<file path="src/rtl/borrow_lookahead_subtractor_pipe_if.sv">
// Valid/ready operand and result bundle for the pipelined lookahead subtractor.
interface borrow_lookahead_subtractor_pipe_if #(
  parameter int N = 8
);
  logic         in_valid;
  logic         in_ready;
  logic [N-1:0] A;
  logic [N-1:0] B;
  logic         BIN;
  logic         out_valid;
  logic         out_ready;
  logic [N-1:0] diff;
  logic         bout;
  logic         ovf;

  modport master (
    output in_valid, A, B, BIN, out_ready,
    input  in_ready, out_valid, diff, bout, ovf
  );

  modport slave (
    input  in_valid, A, B, BIN, out_ready,
    output in_ready, out_valid, diff, bout, ovf
  );
endinterface

</file>
<file path="src/rtl/borrow_lookahead_subtractor_pipe.sv">
// Pipelined A - B - BIN: operands are captured, then one G-bit group is resolved
// per stage with in-group borrow lookahead; a single enable stalls the whole pipe.
module borrow_lookahead_subtractor_pipe #(
  parameter int N = 8,
  parameter int G = 4
) (
  input  logic clk,
  input  logic rst_n,
  borrow_lookahead_subtractor_pipe_if.slave sub_if
);
  localparam int S = N / G;

  if (N % G != 0) begin : g_bad_width
    $error("borrow_lookahead_subtractor_pipe: N must be a multiple of G");
  end

  // Returns {group borrow-out, group diff}; every borrow is a flat sum of products.
  function automatic logic [G:0] grp_sub(input logic [G-1:0] a, input logic [G-1:0] b,
                                         input logic bin);
    logic [G-1:0] g;
    logic [G-1:0] p;
    logic [G:0]   brw;
    logic         term;
    g      = ~a & b;
    p      = ~(a ^ b);
    brw    = '0;
    brw[0] = bin;
    for (int j = 1; j <= G; j++) begin
      term = bin;
      for (int q = 0; q < j; q++) term = term & p[q];
      brw[j] = term;
      for (int m = 0; m < j; m++) begin
        term = g[m];
        for (int q = m + 1; q < j; q++) term = term & p[q];
        brw[j] = brw[j] | term;
      end
    end
    return {brw[G], a ^ b ^ brw[G-1:0]};
  endfunction

  logic         en;
  logic         last_vld;
  logic         cap_vld_q;
  logic         cap_bin_q;
  logic [N-1:0] cap_a_q;
  logic [N-1:0] cap_b_q;

  assign en = ~last_vld | sub_if.out_ready;

  // Capture stage: operands registered before any group is resolved
  always_ff @(posedge clk or negedge rst_n) begin
    if (!rst_n) begin
      cap_vld_q <= 1'b0;
      cap_bin_q <= 1'b0;
      cap_a_q   <= '0;
      cap_b_q   <= '0;
    end else if (en) begin
      cap_vld_q <= sub_if.in_valid;
      cap_bin_q <= sub_if.BIN;
      cap_a_q   <= sub_if.A;
      cap_b_q   <= sub_if.B;
    end
  end

  for (genvar k = 0; k < S; k++) begin : g_stage
    localparam int WI = N - G * k;
    localparam int WR = WI - G;

    logic [WI-1:0]      a_d;
    logic [WI-1:0]      b_d;
    logic               vld_d;
    logic               bin_d;
    logic               amsb_d;
    logic               bmsb_d;
    logic [G*(k+1)-1:0] diff_d;
    logic [G:0]         res;

    logic               vld_q;
    logic               brw_q;
    logic               amsb_q;
    logic               bmsb_q;
    logic [G*(k+1)-1:0] diff_q;

    assign res = grp_sub(a_d[G-1:0], b_d[G-1:0], bin_d);

    if (k == 0) begin : g_src
      assign vld_d  = cap_vld_q;
      assign a_d    = cap_a_q;
      assign b_d    = cap_b_q;
      assign bin_d  = cap_bin_q;
      assign amsb_d = cap_a_q[N-1];
      assign bmsb_d = cap_b_q[N-1];
      assign diff_d = res[G-1:0];
    end else begin : g_src
      assign vld_d  = g_stage[k-1].vld_q;
      assign a_d    = g_stage[k-1].g_rem.a_q;
      assign b_d    = g_stage[k-1].g_rem.b_q;
      assign bin_d  = g_stage[k-1].brw_q;
      assign amsb_d = g_stage[k-1].amsb_q;
      assign bmsb_d = g_stage[k-1].bmsb_q;
      assign diff_d = {res[G-1:0], g_stage[k-1].diff_q};
    end

    // Group stage k: lower diff bits, group borrow and operand MSBs advance together
    always_ff @(posedge clk or negedge rst_n) begin
      if (!rst_n) begin
        vld_q  <= 1'b0;
        brw_q  <= 1'b0;
        amsb_q <= 1'b0;
        bmsb_q <= 1'b0;
        diff_q <= '0;
      end else if (en) begin
        vld_q  <= vld_d;
        brw_q  <= res[G];
        amsb_q <= amsb_d;
        bmsb_q <= bmsb_d;
        diff_q <= diff_d;
      end
    end

    if (k < S - 1) begin : g_rem
      logic [WR-1:0] a_q;
      logic [WR-1:0] b_q;
      always_ff @(posedge clk or negedge rst_n) begin
        if (!rst_n) begin
          a_q <= '0;
          b_q <= '0;
        end else if (en) begin
          a_q <= a_d[WI-1:G];
          b_q <= b_d[WI-1:G];
        end
      end
    end
  end

  assign last_vld         = g_stage[S-1].vld_q;
  assign sub_if.in_ready  = en;
  assign sub_if.out_valid = last_vld;
  assign sub_if.diff      = g_stage[S-1].diff_q;
  assign sub_if.bout      = g_stage[S-1].brw_q;
  assign sub_if.ovf       = (g_stage[S-1].amsb_q != g_stage[S-1].bmsb_q) &
                            (g_stage[S-1].diff_q[N-1] != g_stage[S-1].amsb_q);
endmodule

</file>
<file path="src/flat_wrapper.sv">
// flat-port wrapper written by rule: the top's interface ports become plain ports
module borrow_lookahead_subtractor_pipe_flat 
#(
  parameter int N = 8,
  parameter int G = 4
)
  (clk, rst_n, sub_if_in_valid, sub_if_A, sub_if_B, sub_if_BIN, sub_if_out_ready, sub_if_in_ready, sub_if_out_valid, sub_if_diff, sub_if_bout, sub_if_ovf);
  borrow_lookahead_subtractor_pipe_if #(.N(N)) sub_if_i ();
  input  logic clk;
  input  logic rst_n;
  input wire logic [$bits(sub_if_i.in_valid)-1:0] sub_if_in_valid;
  input wire logic [$bits(sub_if_i.A)-1:0] sub_if_A;
  input wire logic [$bits(sub_if_i.B)-1:0] sub_if_B;
  input wire logic [$bits(sub_if_i.BIN)-1:0] sub_if_BIN;
  input wire logic [$bits(sub_if_i.out_ready)-1:0] sub_if_out_ready;
  output wire logic [$bits(sub_if_i.in_ready)-1:0] sub_if_in_ready;
  output wire logic [$bits(sub_if_i.out_valid)-1:0] sub_if_out_valid;
  output wire logic [$bits(sub_if_i.diff)-1:0] sub_if_diff;
  output wire logic [$bits(sub_if_i.bout)-1:0] sub_if_bout;
  output wire logic [$bits(sub_if_i.ovf)-1:0] sub_if_ovf;
  assign sub_if_i.in_valid = sub_if_in_valid;
  assign sub_if_i.A = sub_if_A;
  assign sub_if_i.B = sub_if_B;
  assign sub_if_i.BIN = sub_if_BIN;
  assign sub_if_i.out_ready = sub_if_out_ready;
  assign sub_if_in_ready = sub_if_i.in_ready;
  assign sub_if_out_valid = sub_if_i.out_valid;
  assign sub_if_diff = sub_if_i.diff;
  assign sub_if_bout = sub_if_i.bout;
  assign sub_if_ovf = sub_if_i.ovf;
  borrow_lookahead_subtractor_pipe #(.N(N), .G(G)) u_core (.clk(clk), .rst_n(rst_n), .sub_if(sub_if_i));
endmodule
</file>
<file path="config.mk">
export PLATFORM = sky130hd
export DESIGN_NAME = borrow_lookahead_subtractor_pipe_flat
export DESIGN_NICKNAME = d
export VERILOG_FILES = /design/src/rtl/borrow_lookahead_subtractor_pipe_if.sv /design/src/rtl/borrow_lookahead_subtractor_pipe.sv /design/src/flat_wrapper.sv
export SDC_FILE = /design/constraint.sdc
export NUM_CORES = 1
export LEC_CHECK = 0
export ABC_CLOCK_PERIOD_IN_PS = 4100
export CAP_MARGIN = 20
export CORE_UTILIZATION = 45
export CTS_BUF_LIST = sky130_fd_sc_hd__clkbuf_16
export DETAILED_ROUTE_END_ITERATION = 12
export GPL_ROUTABILITY_DRIVEN = 0
export PLACE_DENSITY = 0.69
export SYNTH_ARGS = -nofsm -noshare
export SYNTH_HDL_FRONTEND = slang
export SYNTH_SLANG_ARGS = --single-unit
</file>
<file path="constraint.sdc">
create_clock -name clk -period 4.1 [get_ports clk]
set_input_delay 1.23 -clock clk [delete_from_list [all_inputs] [get_ports clk]]
set_output_delay 1.23 -clock clk [all_outputs]
set_load 0.005 [all_outputs]
</file>
## Yosys cells after proc, flatten, opt, wreduce, memory -nomap -nowiden

Cells that the tools add are included.

- Register bits: 46
- Logic and storage cells: 71

- Equality and inequality tests: 2
- Bitwise logic cells: 53

Operators with widths:

| operator | count |
|---|---|
| bitwise AND 1 bit | 21 |
| OR 1 bit | 21 |
| inverter 4 bit | 4 |
| XOR 4 bit | 4 |
| bitwise AND 4 bit | 2 |
| != test 1 bit | 2 |
| inverter 1 bit | 1 |

## Depth between registers and ports, before layout

Gate-level depths: netlist of run 1.

- Depth in word-level cells: 10
- Gate-level depth with buffers: 6
- Gate-level depth less buffers: 6

## Worst setup path before layout of run 1

Ideal clock, no wire load.

- Path kind: input-to-output
- Start: input port sub_if_out_ready
- End: output port sub_if_in_ready
- Arrival time: 1,713 ps
- Path slack: 1,157 ps
- Stages: 3
- Path buffers: 2
- Path through: nand2b_1 -> buf_6 -> clkbuf_1

- Cells in the longest elaborated chain, start to end: 1

Ends and longest elaborated chain:

| item | RTL line | source |
|---|---|---|
| start, declared | flat_wrapper.sv:15 | `input wire logic [$bits(sub_if_i.out_ready)-1:0] sub_if_out_ready;` |
| OR 1 bit | borrow_lookahead_subtractor_pipe.sv:48 | `assign en = ~last_vld \| sub_if.out_ready;` |
| end, declared | flat_wrapper.sv:16 | `output wire logic [$bits(sub_if_i.in_ready)-1:0] sub_if_in_ready;` |

No other way between the ends.

## Worst setup path after layout of run 1

Same ends and word-level chain as after synthesis.

==> results.sh, run 1 <==
export IMPL_antenna_found_initial=0
export IMPL_seqPwrFrac=0.426
export IMPL_hold_viol=0
export IMPL_skew_ns=0.003993
export IMPL_wl_per_cell_um=12.59
export IMPL_drive_above_1_share=0.1649
export IMPL_pin_count=33
export IMPL_combPwrFrac=0.342
export IMPL_power_density_nw_per_um2=636.7
export IMPL_ctsHoldBuffers=0
export IMPL_drtPass1Iterations=4
export IMPL_setup_tns_ns=0
export IMPL_worstHoldStart="u_core.g_stage[0].vld_q"
export IMPL_layout_common_cells="dfrtp_1, clkdlybuf4s50_1, mux2_2"
export IMPL_path_buf_inv=2
export IMPL_synth_xor_area_share=0.008951
export IMPL_cts_num_sinks=44
export IMPL_postLayoutCoreUtil=0.5949
export IMPL_critical_path_class="in2out"
export IMPL_startpoint_type="input port"
export IMPL_p_int_mw=1.110
export IMPL_synth_fp_nets=193
export IMPL_relSlewSlack=0.3660
export IMPL_grt_max_degree=61
export IMPL_hold_slack_ns=0.4711
export IMPL_swShare=0.2827
export IMPL_chipWidth_um=67.95
export IMPL_dp_slack_ns=0.4952
export IMPL_cts_resized_gates=0
export IMPL_synthMuxAreaShare=0.1381
export IMPL_setup_ws_ns=0.5047
export IMPL_ys_seq_area_frac=0.5627
export IMPL_ys_seq_elements=44
export IMPL_cp_common_cell="clkdlybuf4s50_1"
export IMPL_insertion_delay_ns=0.27
export IMPL_grt_first_pass_wirelength_um=5023
export IMPL_cts_inserted_buffers=5
export IMPL_dp_hpwl_um=2155
export IMPL_fp_coreArea_um2=4086
export IMPL_critPathMaxStageDelay_ns=0.52
export IMPL_power_leakage_nw=1.115
export IMPL_grt_pass1_vias=1177
export IMPL_crit_arrival_ns=2.37
export IMPL_io_buffer_count=32
export IMPL_postCtsSetupRepairBufs=0
export IMPL_diodes=0
export IMPL_die_h_um=67.95
export IMPL_cp_max_fo=5
export IMPL_dr_first_iter_drc_count=53
export IMPL_synth_top_family_by_area="multiplexers"
export IMPL_avgSynthCellArea_um2=12.23
export IMPL_path_delay_family="buffers and inverters"
export IMPL_synth_compound_area_frac=0.09079
export IMPL_cts_clk_slew_worst_paths_ns=0.06
export IMPL_rsz0062_at_grt="false"
export IMPL_synthCells=160
export IMPL_yosys_area_share_simple=0.06266
export IMPL_peakVddDrop_mv=0.2767
export IMPL_cap_viol_max_count=0
export IMPL_vias_per_cell=4.980
export IMPL_num_vias=1215
export IMPL_switchingPower_mw=0.4376
export IMPL_slowest_stage="clkdlybuf4s50_1"
export IMPL_grt_total_usage=0.1503
export IMPL_cts_tree="yes"
export IMPL_end_kind="output pin"
export IMPL_fin_cells=244
export IMPL_period_needed_ns=3.595
export IMPL_grt_overflow=0
export IMPL_num_rows=23
export IMPL_die_area_um2=4617
export IMPL_drt_total_wl_um=3071
export IMPL_dp_cells=236
export IMPL_n_fill_cell=336
export IMPL_status="complete, no violations"
export IMPL_cp_cell_sequence="clkdlybuf4s50_1, nand2b_2, clkdlybuf4s50_1"
export IMPL_final_common_cell="dfrtp_1"
export IMPL_setup_viol=0
export IMPL_crit_required_ns=2.87
export IMPL_hp_class="reg2reg"
export IMPL_syn_area_um2=1957
export IMPL_remaining_drc_errors=0
export IMPL_ys_types=20
export IMPL_clk_path_buf_depth=2
export IMPL_worst_slew_pin_slew_ns=0.9509
export IMPL_finalNetCount=226
export IMPL_ys_warn_count=0
export IMPL_fin_crit_sh=0.8769
export IMPL_cts_root_buf="clkbuf_16"
export IMPL_startpoint="sub_if_out_ready"
export IMPL_synth_adder_area_share=0.08440
export IMPL_h_tree_depth=2
export IMPL_initial_core_util=0.4789
export IMPL_slew_viol_final=0
export IMPL_ant_nets=0
export IMPL_clockPowerShare=0.232
export IMPL_max_freq_mhz=278.1
export IMPL_area_delta_synth_final_pct=24.23
export IMPL_regToRegStartpoint="u_core.g_stage[0].g_rem.a_q[0]"
-- worst register-to-register path, cell delays in order, from the launching register on --
cell and delay (ns):
dfrtp_1 0.39, inv_1 0.07, ha_1 0.27, ha_1 0.21, o211a_1 0.21, or3_1 0.35, a31oi_1 0.18
-- state kept, by name (all words and copies together), names as in the netlist --
signal and count:
u_core.cap_a_q 8, u_core.cap_b_q 8, u_core.cap_bin_q 1, u_core.cap_vld_q 1, u_core.g_stage.amsb_q 1, u_core.g_stage.bmsb_q 1
u_core.g_stage.brw_q 1, u_core.g_stage.diff_q 4, u_core.g_stage.g_rem.a_q 4, u_core.g_stage.g_rem.b_q 4, u_core.g_stage.vld_q 1, u_core.sub_if.bout 1
u_core.sub_if.diff 8, u_core.sub_if.out_valid 1
-- kinds of logic (layout without fill, tap and decap cells) --
logic type	after synthesis	after routing
DFF	44	44
muxes	24	24
and+or+nand+nor	27	27
AOI/OAI and AO/OA	30	30
xor gates and xnor gates	2	2
adders and majority gates	12	12
buffers and inverters	21	55
-- metrics by stage --
step | power [mW] | instance area (µm²)
floorplan | 0.9947 | 1957
global placement | 1.176 | 2295
detailed placement | 1.205 | 2295
CTS | 1.576 | 2431
global route | 1.659 | 2431
finish | 1.548 | 2431
-- per-layer routing --
metal / track usage / wire (µm) / vias to the layer above
met5: 0 / 0 / -
met2: 0.2598 / 1589 / 24
li1: - / - / 611
met3: 0.05000 / 142 / 4
met1: 0.1715 / 1307 / 576
met4: 0.05469 / 32 / 0
-- path summary, 6_finish.rpt --
path | slack, ns | to | depth (start not counted)
min in group asynchronous | 1.11 | u_core.sub_if.diff[4] | 1
hold reg to reg | 0.47 | u_core.sub_if.out_valid | 1
max in group asynchronous | 2.40 | u_core.cap_b_q[7] | 1
setup reg to reg | 2.35 | u_core.sub_if.diff[7] | 6
setup / recovery | 0.50 | sub_if_in_ready | 3
hold / removal | 0.47 | u_core.sub_if.out_valid | 1
-- Yosys cell counts, drive strengths merged --
master	n	share of area
a21o	2	0.0077
a21oi	2	0.0051
a31oi	6	0.019
buf	4	0.020
clkbuf	3	0.0058
dfrtp	44	0.56
fa	2	0.020
ha	10	0.064
inv	14	0.027
mux2	24	0.14
nand2	11	0.021
nand2b	3	0.0096
nand3b	1	0.0038
nor2	8	0.015
o211a	2	0.010
o21a	2	0.0077
o21ai	16	0.041
or3	4	0.013
xnor2	2	0.0090
-- final cells by class --
type	instances	area [µm²]	area share
Sequential cell	44	1101	0.4529
Tap cell	50	62.56	0.02573
Inverter	14	52.55	0.02162
Multi-Input combinational cell	95	755.7	0.3109
Clock buffer	5	125.1	0.05147
Timing Repair Buffer	33	322.8	0.1328
Clock inverter	3	11.26	0.004632
-- power groups by stage --
stage               combinational (mW)  clock (mW)  sequential, mW
floorplan                        0.341           0           0.654
global placement                 0.517           0           0.659
detailed placement               0.537           0           0.668
CTS                              0.541       0.375           0.660
global route                     0.592       0.388           0.679
finish                           0.530       0.359           0.659
(Power assumes the default switching activity.)
==> run 2: changes to the inputs <==
--- a/config.mk
+++ b/config.mk
@@ -11,7 +11,7 @@
 export CTS_BUF_LIST = sky130_fd_sc_hd__clkbuf_16
 export DETAILED_ROUTE_END_ITERATION = 12
 export GPL_ROUTABILITY_DRIVEN = 0
-export PLACE_DENSITY = 0.69
+export PLACE_DENSITY = 0.65
 export SYNTH_ARGS = -nofsm -noshare
 export SYNTH_HDL_FRONTEND = slang
 export SYNTH_SLANG_ARGS = --single-unit
==> run 2 against run 1 <==
Compared with the run above:
- sequential share of layout area unchanged
- critical path type unchanged
- cell area unchanged
- critical endpoint unchanged
- sequential cell count unchanged
- total power is essentially flat
- register-to-register slack better by 0.02 ns
- clock power grew 2%
==> results.sh, run 2 (same netlist as run 1, synthesis figures left out) <==
export IMPL_ant_nets=0
export IMPL_final_common_cell="dfrtp_1"
export IMPL_insertion_delay_ns=0.28
export IMPL_fin_crit_sh=0.8731
export IMPL_crit_required_ns=2.87
export IMPL_seqPwrFrac=0.426
export IMPL_status="complete, no violations"
export IMPL_power_leakage_nw=1.115
export IMPL_chipWidth_um=67.95
export IMPL_io_buffer_count=32
export IMPL_layout_common_cells="dfrtp_1, clkdlybuf4s50_1, mux2_2"
export IMPL_swShare=0.2837
export IMPL_clockPowerShare=0.236
export IMPL_die_h_um=67.95
export IMPL_max_freq_mhz=279.4
export IMPL_hp_class="reg2reg"
export IMPL_drtPass1Iterations=4
export IMPL_skew_ns=0.002771
export IMPL_ctsHoldBuffers=0
export IMPL_wl_per_cell_um=12.51
export IMPL_drive_above_1_share=0.1649
export IMPL_p_int_mw=1.108
export IMPL_antenna_found_initial=0
export IMPL_num_vias=1239
export IMPL_dr_first_iter_drc_count=46
export IMPL_setup_viol=0
export IMPL_remaining_drc_errors=0
export IMPL_diodes=0
export IMPL_initial_core_util=0.4789
export IMPL_power_density_nw_per_um2=636.5
export IMPL_finalNetCount=226
export IMPL_cts_tree="yes"
export IMPL_switchingPower_mw=0.4390
export IMPL_dp_slack_ns=0.5318
export IMPL_pin_count=33
export IMPL_setup_ws_ns=0.5203
export IMPL_cts_inserted_buffers=5
export IMPL_cts_resized_gates=0
export IMPL_cap_viol_max_count=0
export IMPL_drt_total_wl_um=3052
export IMPL_fin_cells=244
export IMPL_fp_coreArea_um2=4086
export IMPL_period_needed_ns=3.580
export IMPL_cts_root_buf="clkbuf_16"
export IMPL_num_rows=23
export IMPL_cp_max_fo=2
export IMPL_postLayoutCoreUtil=0.5949
export IMPL_rsz0062_at_grt="false"
export IMPL_combPwrFrac=0.338
export IMPL_peakVddDrop_mv=0.2615
export IMPL_vias_per_cell=5.078
export IMPL_die_area_um2=4617
export IMPL_cts_clk_slew_worst_paths_ns=0.06
export IMPL_setup_tns_ns=0
export IMPL_grt_overflow=0
export IMPL_clk_path_buf_depth=2
export IMPL_n_fill_cell=351
export IMPL_grt_total_usage=0.1566
export IMPL_cts_num_sinks=44
export IMPL_grt_first_pass_wirelength_um=5181
export IMPL_h_tree_depth=2
export IMPL_dp_cells=236
export IMPL_hold_viol=0
export IMPL_end_kind="output pin"
export IMPL_relSlewSlack=0.3687
export IMPL_grt_max_degree=64
export IMPL_critical_path_class="in2out"
export IMPL_slew_viol_final=0
export IMPL_grt_pass1_vias=1190
export IMPL_worst_slew_pin_slew_ns=0.9469
export IMPL_startpoint_type="input port"
export IMPL_postCtsSetupRepairBufs=0
export IMPL_dp_hpwl_um=2074
export IMPL_crit_arrival_ns=2.35
export IMPL_area_delta_synth_final_pct=24.23
## run 2: power by group through the flow
stage	registers (mW)	logic (mW)	clock network, mW
after global routing	0.682	0.596	0.399
after floorplan	0.654	0.341	0
final	0.659	0.523	0.366
after detailed placement	0.668	0.530	0
after global placement	0.659	0.518	0
after CTS	0.661	0.534	0.375
## run 2: worst paths after layout
path / start / endpoint / cells past startpoint / slack, ns
worst max register to register: u_core.cap_a_q[0] / u_core.g_stage[0].diff_q[3] / 6 / 2.37
worst min register to register: u_core.cap_a_q[5] / u_core.g_stage[0].g_rem.a_q[1] / 2 / 0.48
min in group asynchronous: rst_n / u_core.cap_b_q[6] / 1 / 1.10
worst min-delay path: u_core.cap_a_q[5] / u_core.g_stage[0].g_rem.a_q[1] / 2 / 0.48
worst max-delay path: sub_if_out_ready / sub_if_in_ready / 3 / 0.52
max in group asynchronous: rst_n / u_core.sub_if.diff[1] / 1 / 2.42
## run 2: layout make-up
type	count	area [µm²]	area share
Clock buffer	5	125.1	0.05147
Clock inverter	3	11.26	0.004632
Inverter	14	52.55	0.02162
Multi-Input combinational cell	95	755.7	0.3109
Sequential cell	44	1101	0.4529
Tap cell	50	62.56	0.02573
Timing Repair Buffer	33	322.8	0.1328
## run 2: critical path, stage by stage
cell and delay [ns]:
clkdlybuf4s50_1 0.46, nand2b_2 0.15, clkdlybuf4s50_1 0.51
## run 2: routing by layer
layer / up-vias / track usage / routed length [µm] / part of all wire
met2: 24 / 0.2549 / 1496 / 0.49
met1: 603 / 0.1882 / 1380 / 0.45
met5: - / 0 / 0 / 0
met3: 6 / 0.05000 / 120 / 0.039
met4: 0 / 0.07031 / 54 / 0.018
li1: 606 / - / - / -
## run 2: stage by stage
step | cell area (µm²) | hold slack [ns] | power, mW
after floorplan | 1957 | 0.4305 | 0.9947
after global placement | 2295 | 0.4362 | 1.177
after detailed placement | 2295 | 0.4585 | 1.198
after CTS | 2431 | 0.4903 | 1.570
after global routing | 2431 | 0.5141 | 1.677
final | 2431 | 0.4790 | 1.547
==> run 3: changes to the inputs <==
--- a/config.mk
+++ b/config.mk
@@ -9,9 +9,11 @@
 export CAP_MARGIN = 20
 export CORE_UTILIZATION = 45
 export CTS_BUF_LIST = sky130_fd_sc_hd__clkbuf_16
+export CTS_CLUSTER_DIAMETER = 60
 export DETAILED_ROUTE_END_ITERATION = 12
 export GPL_ROUTABILITY_DRIVEN = 0
 export PLACE_DENSITY = 0.65
+export SETUP_SLACK_MARGIN = 0.05
 export SYNTH_ARGS = -nofsm -noshare
 export SYNTH_HDL_FRONTEND = slang
 export SYNTH_SLANG_ARGS = --single-unit
==> results of run 3 <==
No change in the layout: final DEF, timing and power equal those of run 2.
